### src/rtl/fetch_stage.sv
// Instruction fetch stage: one outstanding bus read, registered output packet,
// delayed branch redirect (applied after the delay slot) and exception redirect.
module fetch_stage (
    input  logic        clk,
    input  logic        resetn,
    output logic        inst_req,
    output logic [31:0] inst_addr,
    input  logic        inst_addr_ok,
    input  logic        inst_data_ok,
    input  logic [31:0] inst_rdata,
    input  logic        branch,
    input  logic [31:0] branch_pc,
    output logic        branch_ack,
    input  logic        exc_redirect,
    input  logic [31:0] exc_pc,
    input  logic        ready_i,
    output logic        valid_o,
    output logic [31:0] pc_o,
    output logic [31:0] inst_o,
    output logic        exc_o,
    output logic [4:0]  exccode_o,
    output logic [1:0]  dbg_state
);

    // Handshakes: a request is accepted on an edge where inst_req && inst_addr_ok;
    // data returns on an edge where inst_data_ok; the packet moves downstream on an
    // edge where valid_o && ready_i. branch is honoured only when branch_ack is high.

    typedef enum logic [1:0] {
        S_REQ  = 2'd0,
        S_WAIT = 2'd1,
        S_OUT  = 2'd2,
        S_DROP = 2'd3
    } state_t;

    localparam logic [31:0] RESET_PC   = 32'hBFC0_0000;
    localparam logic [4:0]  EXC_ADEL   = 5'h04;

    state_t      state_q, state_d;
    logic [31:0] pc_q, pc_d;
    logic        pend_q, pend_d;
    logic [31:0] pend_pc_q, pend_pc_d;
    logic        valid_q, valid_d;
    logic [31:0] pc_o_q, pc_o_d;
    logic [31:0] inst_q, inst_d;
    logic        exc_q, exc_d;
    logic [4:0]  exccode_q, exccode_d;
    logic        aligned;

    assign aligned = (pc_q[1:0] == 2'b00);

    always_comb begin
        state_d    = state_q;
        pc_d       = pc_q;
        pend_d     = pend_q;
        pend_pc_d  = pend_pc_q;
        valid_d    = valid_q;
        pc_o_d     = pc_o_q;
        inst_d     = inst_q;
        exc_d      = exc_q;
        exccode_d  = exccode_q;
        inst_req   = 1'b0;
        branch_ack = 1'b0;

        case (state_q)
            S_REQ: begin
                inst_req = aligned;
                if (exc_redirect) begin
                    pc_d    = exc_pc;
                    pend_d  = 1'b0;
                    valid_d = 1'b0;
                    // An accepted request still owes us a data beat to swallow.
                    state_d = (aligned && inst_addr_ok) ? S_DROP : S_REQ;
                end else if (!aligned) begin
                    valid_d   = 1'b1;
                    pc_o_d    = pc_q;
                    inst_d    = 32'h0;
                    exc_d     = 1'b1;
                    exccode_d = EXC_ADEL;
                    state_d   = S_OUT;
                end else if (inst_addr_ok) begin
                    state_d = S_WAIT;
                end
            end

            S_WAIT: begin
                branch_ack = 1'b1;
                if (exc_redirect) begin
                    pc_d    = exc_pc;
                    pend_d  = 1'b0;
                    valid_d = 1'b0;
                    // Data arriving in the same cycle closes the transaction already.
                    state_d = inst_data_ok ? S_REQ : S_DROP;
                end else begin
                    if (branch) begin
                        pend_d    = 1'b1;
                        pend_pc_d = branch_pc;
                    end
                    if (inst_data_ok) begin
                        valid_d   = 1'b1;
                        pc_o_d    = pc_q;
                        inst_d    = inst_rdata;
                        exc_d     = 1'b0;
                        exccode_d = 5'h00;
                        state_d   = S_OUT;
                    end
                end
            end

            S_OUT: begin
                branch_ack = 1'b1;
                if (exc_redirect) begin
                    pc_d    = exc_pc;
                    pend_d  = 1'b0;
                    valid_d = 1'b0;
                    state_d = S_REQ;
                end else if (ready_i) begin
                    valid_d = 1'b0;
                    pend_d  = 1'b0;
                    state_d = S_REQ;
                    if (branch) begin
                        pc_d = branch_pc;
                    end else if (pend_q) begin
                        pc_d = pend_pc_q;
                    end else begin
                        pc_d = pc_q + 32'd4;
                    end
                end else if (branch) begin
                    pend_d    = 1'b1;
                    pend_pc_d = branch_pc;
                end
            end

            S_DROP: begin
                if (exc_redirect) begin
                    pc_d   = exc_pc;
                    pend_d = 1'b0;
                end
                if (inst_data_ok) begin
                    state_d = S_REQ;
                end
            end

            default: begin
                state_d = S_REQ;
            end
        endcase
    end

    always_ff @(posedge clk) begin
        if (!resetn) begin
            state_q   <= S_REQ;
            pc_q      <= RESET_PC;
            pend_q    <= 1'b0;
            pend_pc_q <= 32'h0;
            valid_q   <= 1'b0;
            pc_o_q    <= 32'h0;
            inst_q    <= 32'h0;
            exc_q     <= 1'b0;
            exccode_q <= 5'h00;
        end else begin
            state_q   <= state_d;
            pc_q      <= pc_d;
            pend_q    <= pend_d;
            pend_pc_q <= pend_pc_d;
            valid_q   <= valid_d;
            pc_o_q    <= pc_o_d;
            inst_q    <= inst_d;
            exc_q     <= exc_d;
            exccode_q <= exccode_d;
        end
    end

    assign inst_addr = pc_q;
    assign valid_o   = valid_q;
    assign pc_o      = pc_o_q;
    assign inst_o    = inst_q;
    assign exc_o     = exc_q;
    assign exccode_o = exccode_q;
    assign dbg_state = state_q;

endmodule
### config.mk
export PLATFORM = sky130hd
export DESIGN_NAME = fetch_stage
export DESIGN_NICKNAME = d
export VERILOG_FILES = /design/src/rtl/fetch_stage.sv
export SDC_FILE = /design/constraint.sdc
export NUM_CORES = 1
export LEC_CHECK = 0
export ABC_AREA = 1
export BUFFER_PORTS_ARGS = -buffer_cell sky130_fd_sc_hd__buf_2
export CAP_MARGIN = 20
export CORE_UTILIZATION = 46
export DETAILED_ROUTE_END_ITERATION = 6
export PLACE_DENSITY = 0.81
export SETUP_SLACK_MARGIN = 0.15
export SLEW_MARGIN = 20
export SYNTH_ARGS = -nofsm -noshare
export SYNTH_HDL_FRONTEND = slang
export SYNTH_SLANG_ARGS = --single-unit
### constraint.sdc
create_clock -name clk -period 3 [get_ports clk]
set_input_delay 0.6 -clock clk [delete_from_list [all_inputs] [get_ports clk]]
set_output_delay 0.6 -clock clk [all_outputs]
set_load 0.02 [all_outputs]
==> flow_summary.json, run 1 <==
{
  "port_buffers": 205,
  "grt_pass1_wl_um": 31720,
  "maxCapViolCount": 0,
  "detail_route.iter0.violations": 750,
  "post_cts_buffers": 0,
  "grt_pass1_vias": 6347,
  "vias": 7296,
  "slowest_delay_ns": 0.63,
  "internal_power_w": 0.003816,
  "leakage_nw": 4.026,
  "area_growth_pct": 23.91,
  "dr.pass1.iters": 6,
  "synth_cell_type_count": 37,
  "seqPwrFrac_pct": 37.1,
  "cp.required_ns": 3.35,
  "synth_top_area_cell": "dfxtp_1",
  "critPathKind": "flop to flop",
  "async_reset_ff_share_pct": 0,
  "p_per_area_mw_per_mm2": 750.2,
  "fin_cells": 1396,
  "finClkSkew_ns": 0.006559,
  "finalNetCount": 1311,
  "placed_cells": 1364,
  "slew_violations": 0,
  "grt_setup_unrepaired": "no",
  "cts_resized": 0,
  "cts.sinks": 133,
  "finalCritPeriodShare_pct": 79.34,
  "grt_max_degree": 79,
  "grt_overflow": 0,
  "ioPinCount": 210,
  "synth_most_common_cell": "nand2_1",
  "p_clk_share_pct": 31.8,
  "synth_common_cells": "nand2_1 (310), nor2_1 (168), dfxtp_1 (133)",
  "peakVddDrop_mv": 0.4239,
  "max_freq_mhz": 420.1,
  "cpMostUsedCell": "inv_2",
  "rows": 43,
  "drc_errors": 0,
  "drive_gt1_share_pct": 23.27,
  "wire_per_inst_um": 14.72,
  "worst_slack_ns": 0.6198,
  "wl_um": 20550,
  "crit_slowest_cell": "inv_2",
  "cts_hold_buf": 0,
  "endpoint_kind": "flop",
  "power.switching_w": 0.002431,
  "dpl_cell_area_mm2": 0.007770,
  "synth_edf_count": 0,
  "diodes": 0,
  "crit_arrival_ns": 2.73,
  "path_cells": "inv_1, ha_1, inv_2, or2_1, nand3_2, inv_2, o21ai_0, a21oi_1",
  "worst-slew-pin-transition_ns": 1.045,
  "synthesis.area_mm2": 0.006720,
  "htreeDepth": 4,
  "place.gp.congestion": 0.8863,
  "clockBufferDepth": 2,
  "pwr-share-comb_pct": 31.1,
  "cts_made_buffers": 17,
  "min_from": "branch_pc[16]",
  "grt_usage_pct": 27.27,
  "netlist_instances": 1028,
  "r2r-end": "pc_o[22]$_SDFFE_PN0P_",
  "hold_viol": 0,
  "r2r_start": "dbg_state[1]$_SDFFE_PN0P_",
  "path_max_fanout": 46,
  "synth.yosys.seq_area_share_pct": 39.62,
  "die_w_um": 122.9,
  "syn_area_per_cell_um2": 6.537,
  "fin_util_pct": 59.30,
  "setup_viol_count_final": 0,
  "die_y_um": 122.9,
  "reg2regPathDepth": 8,
  "status": "completed",
  "synthTopCellsByArea": "dfxtp_1 (40%), nand2_1 (17%), nor2_1 (9.4%)",
  "pre_cts_slack_ns": 0.4704,
  "final_cell_area_mm2": 0.008327,
  "ys_ff_latch": 133,
  "core_mm2": 0.01404,
  "insertion_delay_ns": 0.43,
  "post_drt_via_cell_ratio": 5.226,
  "relSlewSlack_pct": 30.26,
  "tritoncts": "built",
  "start_util_pct": 47.86,
  "p_sw_share_pct": 38.92,
  "netlist.area_leader.share_pct": 39.62,
  "r2r_slack_ns": 0.62,
  "holdPathEnd": "pend_pc_q[16]$_SDFFE_PN0P_",
  "dp_hpwl_um": 14390,
  "synth_ff_type": "dfxtp_1",
  "synth_warnings": 0,
  "ctsRootBufferMaster": "clkbuf_16",
  "antenna_found_initial": 0,
  "min_period_ns": 2.380,
  "holdPathStages": 3,
  "drtAntennaViolNets": 0,
  "cp-start-kind": "flop",
  "fp.dieArea_mm2": 0.01510,
  "tns_ns": 0,
  "hold_path.class": "primary input to flop",
  "path_clk_slew_ns": 0.06
}
-- flip-flops by register name, summed over array words and instances (netlist names) --
name and flops:
inst_addr 32, inst_o 32, pc_o 32, pend_pc_q 32, dbg_state 2, exccode_o 1, pend_q 1, valid_o 1
-- placed cells by master (no fill, tap or decap), drive strengths merged, types with 2 or more instances in the layout --
cell	n
ha	5
nand4	2
nor3	2
nand3b	2
a21oi	103
clkinvlp	2
clkbuf	19
nand3	27
clkinv	7
xor2	4
a22oi	2
a31oi	9
conb	4
dfxtp	133
xnor2	9
or2	2
nand2	318
inv	57
o211ai	6
nor2	185
o21ai	98
buf	215
-- power by group through the flow --
stage / Sequential (W) / Clock [W] / Combinational (W)
3_5_place_dp: 0.00234 / 0 / 0.00191
4_1_cts: 0.00231 / 0.00201 / 0.00192
5_1_grt: 0.00236 / 0.00210 / 0.00215
6_report: 0.00232 / 0.00199 / 0.00194
3_3_place_gp: 0.00234 / 0 / 0.00189
2_1_floorplan: 0.00255 / 0 / 0.00111
-- how the worst max path moves through the flow --
stage                                 end  slack [ns]                      start  cells after the start
6_report            pc_o[22]$_SDFFE_PN0P_        0.62  dbg_state[1]$_SDFFE_PN0P_                      8
5_1_grt             pc_o[25]$_SDFFE_PN0P_        0.34  dbg_state[1]$_SDFFE_PN0P_                      8
3_3_place_gp        pc_o[27]$_SDFFE_PN0P_        0.57               exc_redirect                      6
3_5_place_dp        pc_o[25]$_SDFFE_PN0P_        0.47               exc_redirect                      6
2_1_floorplan  pend_pc_q[10]$_SDFFE_PN0P_        1.18  dbg_state[0]$_SDFFE_PN0P_                      9
4_1_cts             pc_o[25]$_SDFFE_PN0P_        0.64  dbg_state[1]$_SDFFE_PN0P_                      8
-- logic make-up after synthesis --
group | synth area share (%)
other cells | 0.05580
fa+ha+maj | 0.9309
simple gates | 33.22
flops | 39.62
compound gates | 17.18
buf+inv | 7.299
xor+xnor | 1.694
-- worst max-delay path: cells and delay by family, from the launching register on --
kind            cells  cell delay [ns]
flops               1             0.37
compound gates      2             0.35
buf+inv             3             0.80
simple gates        2             0.52
fa+ha+maj           1             0.24
-- final cells by class --
class                           count  area [um2]
Timing Repair Buffer              215        1101
Clock inverter                     13       123.9
Multi-Input combinational cell    782        3578
Sequential cell                   133        2663
Fill cell                        1313        5715
Clock buffer                       19       432.9
Tap cell                          180       225.2
Inverter                           54       202.7
-- per-stage QoR --
| stage | hold WS (ns) | power [W] |
|---|---|---|
| after detailed placement | 0.4523 | 0.004255 |
| after global routing | 0.4120 | 0.006605 |
| after floorplan | 0.4757 | 0.003653 |
| after global placement | 0.4485 | 0.004232 |
| after CTS | 0.4025 | 0.006242 |
| final | 0.4097 | 0.006247 |
-- metal layers --
| metal | share of wire [%] | global-route usage [%] | up-vias |
|---|---|---|---|
| met1 | 45 | 37.39 | 3210 |
| met5 | 0 | 0 | - |
| met3 | 8.9 | 5.297 | 59 |
| met4 | 2.6 | 10.98 | 0 |
| li1 | - | - | 3633 |
| met2 | 44 | 41.78 | 394 |
(Power assumes the default switching activity.)
==> inputs of run 2 (changes only) <==
PLACE_DENSITY = 0.84   (was 0.81)
clock period = 2.1 ns   (was 3 ns; I/O delays follow)
==> flow_summary.json, run 2 (synthesized netlist as in run 1, its figures left out) <==
{
  "diodes": 0,
  "cp-start-kind": "flop",
  "cts_hold_buf": 0,
  "post_cts_buffers": 0,
  "die_y_um": 122.9,
  "finClkSkew_ns": 0.007505,
  "post_drt_via_cell_ratio": 5.280,
  "p_sw_share_pct": 38.54,
  "pre_cts_slack_ns": 0.2671,
  "power.switching_w": 0.003604,
  "slowest_delay_ns": 0.37,
  "antenna_found_initial": 0,
  "slew_violations": 0,
  "core_mm2": 0.01404,
  "cpMostUsedCell": "inv_1",
  "drc_errors": 0,
  "p_clk_share_pct": 32.8,
  "insertion_delay_ns": 0.43,
  "drive_gt1_share_pct": 24.82,
  "area_growth_pct": 28.00,
  "wl_um": 21110,
  "setup_viol_count_final": 0,
  "seqPwrFrac_pct": 35.0,
  "min_period_ns": 1.882,
  "tns_ns": 0,
  "clockBufferDepth": 2,
  "fp.dieArea_mm2": 0.01510,
  "endpoint_kind": "output port",
  "worst-slew-pin-transition_ns": 0.6874,
  "start_util_pct": 47.86,
  "die_w_um": 122.9,
  "hold_viol": 0,
  "wire_per_inst_um": 14.94,
  "internal_power_w": 0.005748,
  "grt_overflow": 0,
  "grt_pass1_wl_um": 32450,
  "ctsRootBufferMaster": "clkbuf_16",
  "path_cells": "inv_1, ha_1, nand2_2, inv_1, buf_2",
  "ioPinCount": 210,
  "relSlewSlack_pct": 54.12,
  "leakage_nw": 4.166,
  "grt_pass1_vias": 6566,
  "grt_max_degree": 64,
  "tritoncts": "built",
  "grt_usage_pct": 28.04,
  "final_cell_area_mm2": 0.008602,
  "final_cell_mix": "nand2_1 (309), buf_2 (205), nor2_1 (167)",
  "hold_path.class": "primary input to flop",
  "rows": 43,
  "path_max_fanout": 5,
  "critical_path_buf_inv_count": 3,
  "crit_slowest_cell": "dfxtp_1",
  "drtAntennaViolNets": 0,
  "vias": 7461,
  "worst_slack_ns": 0.2177,
  "critPathKind": "flop to output port",
  "cts_made_buffers": 17,
  "path_delay_family": "flip-flops",
  "dr.pass1.iters": 5,
  "final_common_cell": "nand2_1",
  "dp_hpwl_um": 15040,
  "cp.required_ns": 1.68,
  "hold_slack_ns": 0.2309,
  "detail_route.iter0.violations": 717,
  "dpl_cell_area_mm2": 0.007973,
  "cts.sinks": 133,
  "peakVddDrop_mv": 0.5965,
  "port_buffers": 205,
  "finalCritPeriodShare_pct": 89.63,
  "htreeDepth": 4,
  "crit_arrival_ns": 1.46,
  "maxCapViolCount": 0,
  "p_per_area_mw_per_mm2": 1087,
  "grt_setup_unrepaired": "yes",
  "path_clk_slew_ns": 0.06,
  "finalNetCount": 1328,
  "status": "completed",
  "max_freq_mhz": 531.3,
  "pwr-share-comb_pct": 32.2,
  "place.gp.congestion": 0.9903
}
[run 2: cell type report]
class                      instances  area [um2]
multi-input combinational        782        3595
tap                              180       225.2
sequential                       133        2664
clock buffer                      17       425.4
fill                            1277        5440
inverter                          54       202.7
timing repair buffer             232        1304
clock inverter                    15       186.4
[run 2: what timing repair did]
action,4_1_cts,5_1_grt
gates resized for setup,1,4
endpoints found under the setup margin,1,44
pin swaps,0,1
[run 2: path summary, 6_finish.rpt]
check / startpoint / to / slack (ns) / cells past startpoint
hold reg to reg: inst_o[18]$_SDFFE_PN0P_ / inst_o[18]$_SDFFE_PN0P_ / 0.46 / 2
setup reg to reg: dbg_state[0]$_SDFFE_PN0P_ / dbg_state[0]$_SDFFE_PN0P_ / 0.26 / 11
hold / removal: branch_pc[20] / pend_pc_q[20]$_SDFFE_PN0P_ / 0.23 / 3
setup / recovery: dbg_state[1]$_SDFFE_PN0P_ / inst_req / 0.22 / 5
[run 2: per-layer routing]
metal,GRT usage [%],vias to the layer above,wire length (um)
li1,-,3684,-
met1,37.80,3272,8898
met2,42.13,448,9374
met3,7.063,57,2182
met4,12.27,0,650
met5,0,-,0
[run 2: stage by stage]
step           instances  total power [W]  util (%)
2_1_floorplan       1031         0.005219         -
3_3_place_gp        1381         0.006216     56.78
3_5_place_dp        1381         0.006248     56.78
4_1_cts             1413         0.009330     61.15
5_1_grt             1413         0.009845     61.26
6_report            1413         0.009352     61.26
[run 2: tightest hold or removal path, cell delays in order]
cell	delay, ns
buf_2	0.09
nor2_1	0.04
nor2_1	0.08
[run 2: power by group through the flow]
stage / logic, W / registers, W / clock network [W]
floorplan: 0.00158 / 0.00364 / 0
global placement: 0.00292 / 0.00330 / 0
detailed placement: 0.00293 / 0.00332 / 0
CTS: 0.00296 / 0.00327 / 0.00310
global route: 0.00330 / 0.00333 / 0.00321
finish: 0.00301 / 0.00328 / 0.00306
==> inputs of run 3 (changes only) <==
PLACE_DENSITY = 0.81   (was 0.84)
clock period = 1.9 ns   (was 2.1 ns; I/O delays follow)
==> flow_summary.json, run 3 (synthesized netlist as in run 1, its figures left out) <==
{
  "cpMostUsedCell": "nand2_2",
  "grt_usage_pct": 28.26,
  "final_common_cell": "nand2_1",
  "grt_pass1_wl_um": 32660,
  "final_cell_area_mm2": 0.009120,
  "slew_violations": 0,
  "final_cell_mix": "nand2_1 (297), buf_2 (205), nor2_1 (157)",
  "maxCapViolCount": 0,
  "grt_setup_unrepaired": "yes",
  "wire_per_inst_um": 15.96,
  "fin_cells": 1434,
  "diodes": 0,
  "multi_input_area_mm2": 0.003840,
  "path_cells": "inv_4, ha_4, nand2_2, buf_6, nand3_4, nor2_4, clkbuf_16, nand2_2, a21oi_2",
  "dr.pass1.iters": 7,
  "place.gp.congestion": 0.9328,
  "peakVddDrop_mv": 0.6312,
  "crit_arrival_ns": 2.17,
  "status": "finished, violations left",
  "finalNetCount": 1349,
  "fp.dieArea_mm2": 0.01510,
  "grt_max_degree": 79,
  "p_per_area_mw_per_mm2": 1181,
  "dpl_cell_area_mm2": 0.008055,
  "cp-start-kind": "flop",
  "rows": 43,
  "fillers": 1188,
  "setup_viol_count_final": 0,
  "slowest_delay_ns": 0.39,
  "reg2regPathDepth": 9,
  "die_w_um": 122.9,
  "tns_ns": 0,
  "holdPathStages": 3,
  "failed_checks": "DRC",
  "pre_cts_slack_ns": 0.1083,
  "die_y_um": 122.9,
  "path_clk_slew_ns": 0.06,
  "cts_made_buffers": 17,
  "cts.sinks": 133,
  "leakage_nw": 4.341,
  "register_area_mm2": 0.002695,
  "endpoint_kind": "flop",
  "post_drt_via_cell_ratio": 5.408,
  "antenna_found_initial": 0,
  "drc_errors": 2,
  "path_max_fanout": 8,
  "cp.required_ns": 2.26,
  "dp_hpwl_um": 14980,
  "critPathKind": "flop to flop",
  "ctsRootBufferMaster": "clkbuf_16",
  "drtAntennaViolNets": 0,
  "wl_um": 22880,
  "max_freq_mhz": 554.3,
  "hold_viol": 0,
  "vias": 7755,
  "tritoncts": "built",
  "crit_slowest_cell": "dfxtp_4",
  "htreeDepth": 4,
  "cts_hold_buf": 0,
  "worst_slack_ns": 0.09600,
  "area_growth_pct": 35.71,
  "insertion_delay_ns": 0.43,
  "clockBufferDepth": 2,
  "start_util_pct": 47.86,
  "finClkSkew_ns": 0.006731,
  "detail_route.iter0.violations": 788,
  "finalCritPeriodShare_pct": 94.95,
  "port_buffers": 205,
  "core_mm2": 0.01404,
  "ioPinCount": 210,
  "finalPower_w": 0.01077,
  "min_period_ns": 1.804,
  "drive_gt1_share_pct": 31.50,
  "placed_cells": 1390,
  "grt_pass1_vias": 6577,
  "grt_overflow": 0,
  "hold_path.class": "primary input to flop"
}
run 3: path summary, 6_finish.rpt:
path	start	end	slack (ns)
max	dbg_state[0]$_SDFFE_PN0P_	inst_o[16]$_SDFFE_PN0P_	0.1
min	branch_pc[11]	pend_pc_q[11]$_SDFFE_PN0P_	0.19
max reg2reg	dbg_state[0]$_SDFFE_PN0P_	inst_o[16]$_SDFFE_PN0P_	0.1
min reg2reg	pc_o[14]$_SDFFE_PN0P_	pc_o[14]$_SDFFE_PN0P_	0.46
run 3: timing repair:
action                                  4_1_cts  5_1_grt
endpoints found under the setup margin       37      123
gates resized for setup                       8       93
setup buffers                                 1        5
pin swaps                                     1       19
gates cloned                                  0        6
run 3: critical path, delay by kind of cell, from the launching register on:
kind,cells,cell delay [ns]
fa+ha+maj,1,0.17
simple gates,4,0.62
buf+inv,3,0.41
flops,1,0.39
compound gates,1,0.13
run 3: power breakdown:
group | internal [W] | total [W] | switching (W)
clock network | 0.00181 | 0.00313 | 0.00132
registers | 0.00329 | 0.00366 | 0.000374
logic | 0.00147 | 0.00398 | 0.00251
run 3: through the flow:
step	hold slack (ns)	utilization, %
global placement	0.4486	57.36
CTS	0.1826	61.55
global route	0.1856	64.95
floorplan	0.4757	-
finish	0.1899	64.95
detailed placement	0.4517	57.36
run 3: metal layers:
layer  vias to the layer above  GRT usage, %  share of wire, %
li1                       3724             -                 -
met1                      3489         38.51                42
met2                       483         42.03                45
met3                        59         7.435                11
met4                         0         11.66               2.9
met5                         -             0                 0
run 3: area by class of cell:
cell class	count	area share, %
multi-input cells	782	42.10
flip-flops and latches	133	29.55
repair buffers	253	17.42
clock buffers	19	4.747
well taps	180	2.469
inverters	54	2.332
clock inverters	13	1.372
